--- config.mk ---
export PLATFORM = sky130hd
export DESIGN_NAME = fp_add_normalizer_pipe
export DESIGN_NICKNAME = d
export VERILOG_FILES = /design/src/rtl/fp_add_normalizer_pipe.sv
export SDC_FILE = /design/constraint.sdc
export NUM_CORES = 1
export LEC_CHECK = 0
export BUFFER_PORTS_ARGS = -buffer_cell sky130_fd_sc_hd__clkbuf_2
export CORE_MARGIN = 2
export CORE_UTILIZATION = 29
export DETAILED_ROUTE_END_ITERATION = 7
export PLACE_DENSITY_LB_ADDON = 0.05
export SLEW_MARGIN = 20
export SYNTH_ARGS = -nofsm -noshare
export SYNTH_HDL_FRONTEND = slang
export SYNTH_SLANG_ARGS = --single-unit
--- constraint.sdc ---
create_clock -name clk -period 2.6 [get_ports clk]
set_input_delay 0.52 -clock clk [delete_from_list [all_inputs] [get_ports clk]]
set_output_delay 0.52 -clock clk [all_outputs]
set_load 0.02 [all_outputs]
--- src/rtl/fp_add_normalizer_pipe.sv ---
// Two-stage post-addition normaliser: leading-zero count in stage 1, shift/exponent adjust in stage 2.
// Optional subnormal output on underflow when FP_NORM_DENORM_EN is defined (default: flush to zero).
module fp_add_normalizer_pipe #(
    parameter int EXP_W = 8,
    parameter int MAN_W = 24
) (
    input  logic             clk,
    input  logic             rst_n,
    input  logic             in_valid,
    output logic             in_ready,
    input  logic             in_sign,
    input  logic [EXP_W-1:0] in_e,
    input  logic [MAN_W:0]   in_m,
    output logic             out_valid,
    input  logic             out_ready,
    output logic             out_sign,
    output logic [EXP_W-1:0] out_e,
    output logic [MAN_W-1:0] out_m,
    output logic             out_zero,
    output logic             out_oflow,
    output logic             out_uflow
);

    localparam int LZ_W = $clog2(MAN_W + 1);
    localparam int XW   = EXP_W + 1;
    localparam logic [XW-1:0] EXP_MAX = {1'b0, {EXP_W{1'b1}}};

    function automatic logic [LZ_W-1:0] count_lz(input logic [MAN_W-1:0] m);
        logic [LZ_W-1:0] n;
        n = LZ_W'(MAN_W);
        for (int i = 0; i < MAN_W; i++) begin
            if (m[i]) n = LZ_W'(MAN_W - 1 - i);
        end
        return n;
    endfunction

    // Incremented exponent saturates at all-ones; the widened compare also catches e = all-ones.
    function automatic logic exp_inc_oflow(input logic [XW-1:0] inc);
        return inc >= EXP_MAX;
    endfunction

    logic             vld_p1, vld_p2;
    logic             adv1, adv2;
    logic             sign_p1;
    logic [EXP_W-1:0] e_p1;
    logic [MAN_W:0]   m_p1;
    logic [LZ_W-1:0]  lz_p1;

    logic             sign_p2, zero_p2, oflow_p2, uflow_p2;
    logic [EXP_W-1:0] e_p2;
    logic [MAN_W-1:0] m_p2;

    logic [XW-1:0]    e_x, lz_x, inc_x;
    logic [EXP_W-1:0] nxt_e;
    logic [MAN_W-1:0] nxt_m;
    logic             nxt_zero, nxt_oflow, nxt_uflow;
`ifdef FP_NORM_DENORM_EN
    logic [XW-1:0]    dn_sh;
`endif

    assign adv2     = !vld_p2 || out_ready;
    assign adv1     = !vld_p1 || adv2;
    assign in_ready = adv1;

    // Stage 1: capture operands and leading-zero count on accept
    always_ff @(posedge clk) begin
        if (in_valid && adv1) begin
            sign_p1 <= in_sign;
            e_p1    <= in_e;
            m_p1    <= in_m;
            lz_p1   <= count_lz(in_m[MAN_W-1:0]);
        end
    end

    // Stage 2: case selection in priority carry > zero > normal > underflow
    always_comb begin
        e_x       = {1'b0, e_p1};
        lz_x      = XW'(lz_p1);
        inc_x     = e_x + XW'(1);
        nxt_e     = '0;
        nxt_m     = '0;
        nxt_zero  = 1'b0;
        nxt_oflow = 1'b0;
        nxt_uflow = 1'b0;
`ifdef FP_NORM_DENORM_EN
        dn_sh     = (e_x >= XW'(1)) ? e_x - XW'(1) : '0;
`endif
        if (m_p1[MAN_W]) begin
            if (exp_inc_oflow(inc_x)) begin
                nxt_e     = '1;
                nxt_oflow = 1'b1;
            end else begin
                nxt_e = inc_x[EXP_W-1:0];
                nxt_m = m_p1[MAN_W:1];
            end
        end else if (m_p1 == '0) begin
            nxt_zero = 1'b1;
        end else if (lz_x < e_x) begin
            nxt_e = EXP_W'(e_x - lz_x);
            nxt_m = m_p1[MAN_W-1:0] << lz_p1;
        end else begin
            nxt_uflow = 1'b1;
`ifdef FP_NORM_DENORM_EN
            nxt_m    = m_p1[MAN_W-1:0] << dn_sh;
            nxt_zero = (nxt_m == '0);
`endif
        end
    end

    always_ff @(posedge clk) begin
        if (!rst_n) begin
            vld_p1   <= 1'b0;
            vld_p2   <= 1'b0;
            sign_p2  <= 1'b0;
            e_p2     <= '0;
            m_p2     <= '0;
            zero_p2  <= 1'b0;
            oflow_p2 <= 1'b0;
            uflow_p2 <= 1'b0;
        end else begin
            if (adv1) vld_p1 <= in_valid;
            if (adv2) vld_p2 <= vld_p1;
            if (adv2 && vld_p1) begin
                sign_p2  <= sign_p1;
                e_p2     <= nxt_e;
                m_p2     <= nxt_m;
                zero_p2  <= nxt_zero;
                oflow_p2 <= nxt_oflow;
                uflow_p2 <= nxt_uflow;
            end
        end
    end

    assign out_valid = vld_p2;
    assign out_sign  = sign_p2;
    assign out_e     = e_p2;
    assign out_m     = m_p2;
    assign out_zero  = zero_p2;
    assign out_oflow = oflow_p2;
    assign out_uflow = uflow_p2;

endmodule

==> Word-level counts from Yosys, hierarchy flattened <==
Index checks and enable logic that the tools add are counted.
Widths: inputs -> output; s select.
{ "classes": {"n_reduce_logical": 11, "addsub": 2, "n_lt_le_gt_ge": 2, "n_shift": 1, "n_mux": 38} }
{ "op_table": {"columns": ["op", "count"], "rows": [
  ["$mux 24", 4],
  ["$mux 4", 9],
  ["$mux 5", 7],
  ["$mux 8", 4],
  ["$logic_not 25->1", 1],
  ["$shl 24x5->24", 1],
  ["$reduce_or 16->1", 1],
  ["$mux 3", 4],
  ["$add 8x1->9 const B", 1],
  ["$ge 9x8->1 const B", 1],
  ["$lt 5x8->1", 1],
  ["$mux 1", 8],
  ["$reduce_or 8->1", 1],
  ["$sub 8x5->8", 1],
  ["$mux 2", 2],
  ["$reduce_or 4->1", 1],
  ["$logic_and 1x1->1", 2],
  ["$logic_not 1->1", 2],
  ["$logic_or 1x1->1", 2],
  ["$reduce_or 2->1", 1]
]} }
{ "word_totals": {"reg_bits": 77, "output_inout_bits": 38, "elab_cells": 70} }

==> Longest topological paths before layout <==
{ "logic_depth": {"ltp_word": 23, "mapped_depth": 11, "ltp_nobuf": 10} }

==> Worst setup path before layout <==
Ideal clock, no wire load.
{ "synth_timing": {"path_kind": "reg2reg", "startpoint": "register lz_p1[1]", "endpoint": "register e_p2[0], in the netlist out_e[0]", "n_path_buf": 2, "t_arrival_ns": 2.594, "path_slack_ns": -0.118, "stages_incl_launch_ff": 11, "cell_sequence": "edfxtp_1 clkinv_1 clkbuf_1 fa_1 a211oi_1 nor2_1 o41a_2 and2_4 buf_6 a211oi_2 nor4_1"} }
{ "synth_between": {"elab_chain_len": 4} }
{ "synth_rtl": {"columns": ["element", "line_no", "rtl"], "rows": [
  ["start: declaration", "47", "logic [LZ_W-1:0] lz_p1;"],
  ["start signal: assignment", "71", "lz_p1 <= count_lz(in_m[MAN_W-1:0]);"],
  ["$lt 5x8->1", "98", "end else if (lz_x < e_x) begin"],
  ["$mux 8", "98", null],
  ["$mux 8", "96", "end else if (m_p1 == '0) begin"],
  ["$mux 8", "88", "if (m_p1[MAN_W]) begin"],
  ["end signal: assignment", "125", "e_p2 <= nxt_e;"],
  ["end: declaration", "50", "logic [EXP_W-1:0] e_p2;"]
]} }
No other way between the ends.
A chain may end at the register's enable or synchronous reset.

==> Worst setup path after layout <==
{ "layout_timing": {"startpoint": "register e_p1[0]", "endpoint": "register m_p2[2], in the netlist out_m[2]"} }
{ "layout_between": {"elab_chain_len": 4, "elab_cells_between_ends": 7} }
{ "layout_rtl": {"columns": ["element", "line_no", "rtl"], "rows": [
  ["start: declaration", "45", "logic [EXP_W-1:0] e_p1;"],
  ["start signal: assignment", "69", "e_p1 <= in_e;"],
  ["$add 8x1->9 or $lt 5x8->1 (tied branches)", "79, 98", null],
  ["$ge 9x8->1 or $mux 24 (tied branches)", "39, 98", null],
  ["$mux 24 (on tied branches)", "89, 96", null],
  ["$mux 24 *", "88", null],
  ["end signal: assignment", "126", "m_p2 <= nxt_m;"],
  ["end: declaration", "51", "logic [MAN_W-1:0] m_p2;"]
]} }
Mark *: on every way between the ends. The rest lies on a longest branch, timed or not.

==> impl_metrics.ini <==
[worst_setup_path]
rr_startpoint = e_p1[0]
cp_max_fo = 10
arrival_ns = 2.72
r2r-end = out_m[2]
end_kind = flip-flop
start_kind = flip-flop
ff2ff_setup_slack_ns = 0.09
ff2ff_path_depth = 10
critPathKind = reg -> reg
required_ns = 2.82

[cts]
cts.path.max_buffers = 2
cts.clk_slew.worst_paths_ns = 0.06
htree_levels = 3
clk_latency_ns = 0.34
cts_tree = built
clockRootBuffer = clkbuf_16
cts-hold-fix-buffers = 0
clock-sinks = 77
cts_made_buffers = 9

[layout]
nets = 642
diodes = 0
drive_gt1_share_pct = 26.6
area_growth_pct = 24.2
stdcell_count = 817
fin_util_pct = 36.7
layout_commonest_cell = clkbuf_2
final_cell_mix = clkbuf_2 (75), a21oi_1 (49), nor2_1 (41)

[timing]
fin_ws_ns = 0.0949
fin_skew_ns = 0.0103
hold_viol_final = 0
slew_viol_final = 0
setup_viol = 0
max_freq_mhz = 399
final.period_utilization_pct = 96.3
final.min_clock_period_ns = 2.51
worst_slew_pin_slew_ns = 0.736
slew_headroom_pct = 50.8

[placement]
dp_cells = 800
place.gp.congestion = 0.936
port_buffers = 75
dp_worst_setup_slack_ns = 0.0794
hpwl_mm = 12.2

[yosys]
syn_nets = 552
synth.cell_area_um2 = 4670
synth.distinct_cells = 65
syn_inst = 506
async_flop_share_pct = 0
synth-edff-count = 39
synth_ff_type = edfxtp_1
yosysWarnings = 0
avgSynthCellArea_um2 = 9.24
yosysSeqAreaShare_pct = 41.3
ys_ff_latch = 77

[floorplan]
dieArea_um2 = 17100
rows = 46
core_area_um2 = 15800
io_pins = 76
die_h_um = 131
die_w_um = 131
initial_core_util_pct = 29.5

[worst_hold_path]
hp-class = in -> reg
whs_endpoint = e_p1[7]
hold_depth = 1
hp-start = in_e[7]

[detailed_routing]
dr.pass1.iters = 5
vias_per_cell = 5.34
drtIter0Drc = 244
routed_wl_mm = 15.7
antenna_left = 0
drc = 0
vias = 4363
wl_per_cell_um = 19.3

[grt]
grt_pass1_wl_mm = 24.1
antenna_found_initial = 0
gr-usage-all-layers_pct = 18.9
grt_max_degree = 40
overflow = 0
grt_pass1_vias = 4144

[run_status]
outcome = finished clean

[power]
power_mw = 3.48
leakagePower_nw = 2.31
power.density_nw_per_um2 = 599
ir_worst_vdd_uv = 293

[flow_run]
cap_violations = 0
[repair_timing]
item	CTS	global route
endpoints found under the setup margin	0	17
endpoints found under the hold margin	0	0
setup buffers	0	0
gates resized for setup	0	7
[cells in the mapped netlist, drive strengths merged, types with 3 or more instances]
cell / instances / area share, %
or2: 4 / 0.54
dfxtp: 38 / 16
a22oi: 3 / 0.48
nor3: 13 / 1.4
nor2b: 8 / 1.1
mux4: 3 / 1.4
a21oi: 49 / 5.2
a211oi: 11 / 1.9
a221oi: 3 / 0.56
clkbuf: 18 / 1.4
buf: 11 / 1.4
nand2b: 3 / 0.40
xnor2: 4 / 0.75
nand3: 18 / 2.0
ha: 7 / 1.9
nand4: 7 / 0.94
a21o: 3 / 0.48
mux2i: 28 / 6.0
edfxtp: 39 / 25
and4: 3 / 0.56
a31oi: 8 / 1.1
and2: 8 / 1.1
inv: 15 / 1.2
o22ai: 12 / 1.6
a211o: 4 / 0.75
o221ai: 5 / 0.94
nand2: 37 / 3.0
mux2: 18 / 4.3
o2111ai: 3 / 0.56
o211ai: 3 / 0.48
o21ai: 30 / 3.2
o31ai: 9 / 1.6
nor2: 42 / 3.4
nor4: 12 / 1.6
[per-layer routing]
| metal | vias up | share of wire [%] | track usage (%) |
|---|---|---|---|
| met5 | - | 0 | 0 |
| met4 | 0 | 1.2 | 6.32 |
| li1 | 2127 | - | - |
| met2 | 131 | 44 | 28.5 |
| met3 | 10 | 5.3 | 3.22 |
| met1 | 2095 | 49 | 27.5 |
[worst max-delay path by stage]
stage / startpoint / end / depth (start not counted)
floorplan: lz_p1[1] / out_e[0] / 10
global placement: e_p1[0] / out_m[22] / 10
finish: e_p1[0] / out_m[2] / 10
detailed placement: e_p1[0] / out_m[22] / 10
CTS: e_p1[0] / out_m[22] / 10
global route: e_p1[0] / out_e[0] / 10
[final cells by class]
| type | count | area, um^2 |
|---|---|---|
| multi-input combinational | 384 | 2600 |
| clock inverter | 5 | 72.6 |
| inverter | 17 | 65.1 |
| fill | 1659 | 10000 |
| sequential | 77 | 1930 |
| timing repair buffer | 107 | 616 |
| clock buffer | 11 | 253 |
| tap | 216 | 270 |
[per-stage QoR]
step	setup TNS, ns	instance area [um^2]	hold WS, ns
2_1_floorplan	0	4680	0.471
3_3_place_gp	0	5430	0.445
3_5_place_dp	0	5430	0.453
4_1_cts	0	5750	0.337
5_1_grt	-0.0194	5800	0.343
6_report	0	5800	0.354
[flip-flops by register name, indices dropped and copies added (netlist names)]
name       flops
out_uflow      1
out_sign       1
out_oflow      1
lz_p1          5
m_p1          25
vld_p1         1
out_e          8
out_zero       1
out_m         24
sign_p1        1
e_p1           8
out_valid      1
[logic make-up after synthesis]
| family | after synthesis | synth area share (%) |
|---|---|---|
| compound gates | 159 | 22.2 |
| mux | 49 | 11.8 |
| simple gates | 161 | 17.1 |
| flops | 77 | 41.3 |
| fa+ha+maj | 8 | 2.30 |
| buf+inv | 46 | 4.23 |
| xor+xnor | 6 | 1.12 |
[worst max-delay path: stages (launching register included)]
cell      delay (ns)
edfxtp_1        0.39
inv_1           0.09
ha_1            0.14
inv_1           0.05
fa_1            0.41
a211oi_2        0.21
nor2_1          0.11
o41a_4          0.43
and2_4          0.24
a32oi_1         0.22
a21oi_1         0.09
[power breakdown]
part	switching [mW]	leakage (nW)	internal [mW]
combinational	0.421	1.45	0.268
sequential	0.0704	0.694	1.36
clock	0.478	0.161	0.884
total	0.969	2.31	2.51
Note: power is estimated with default switching activity, not from simulation.
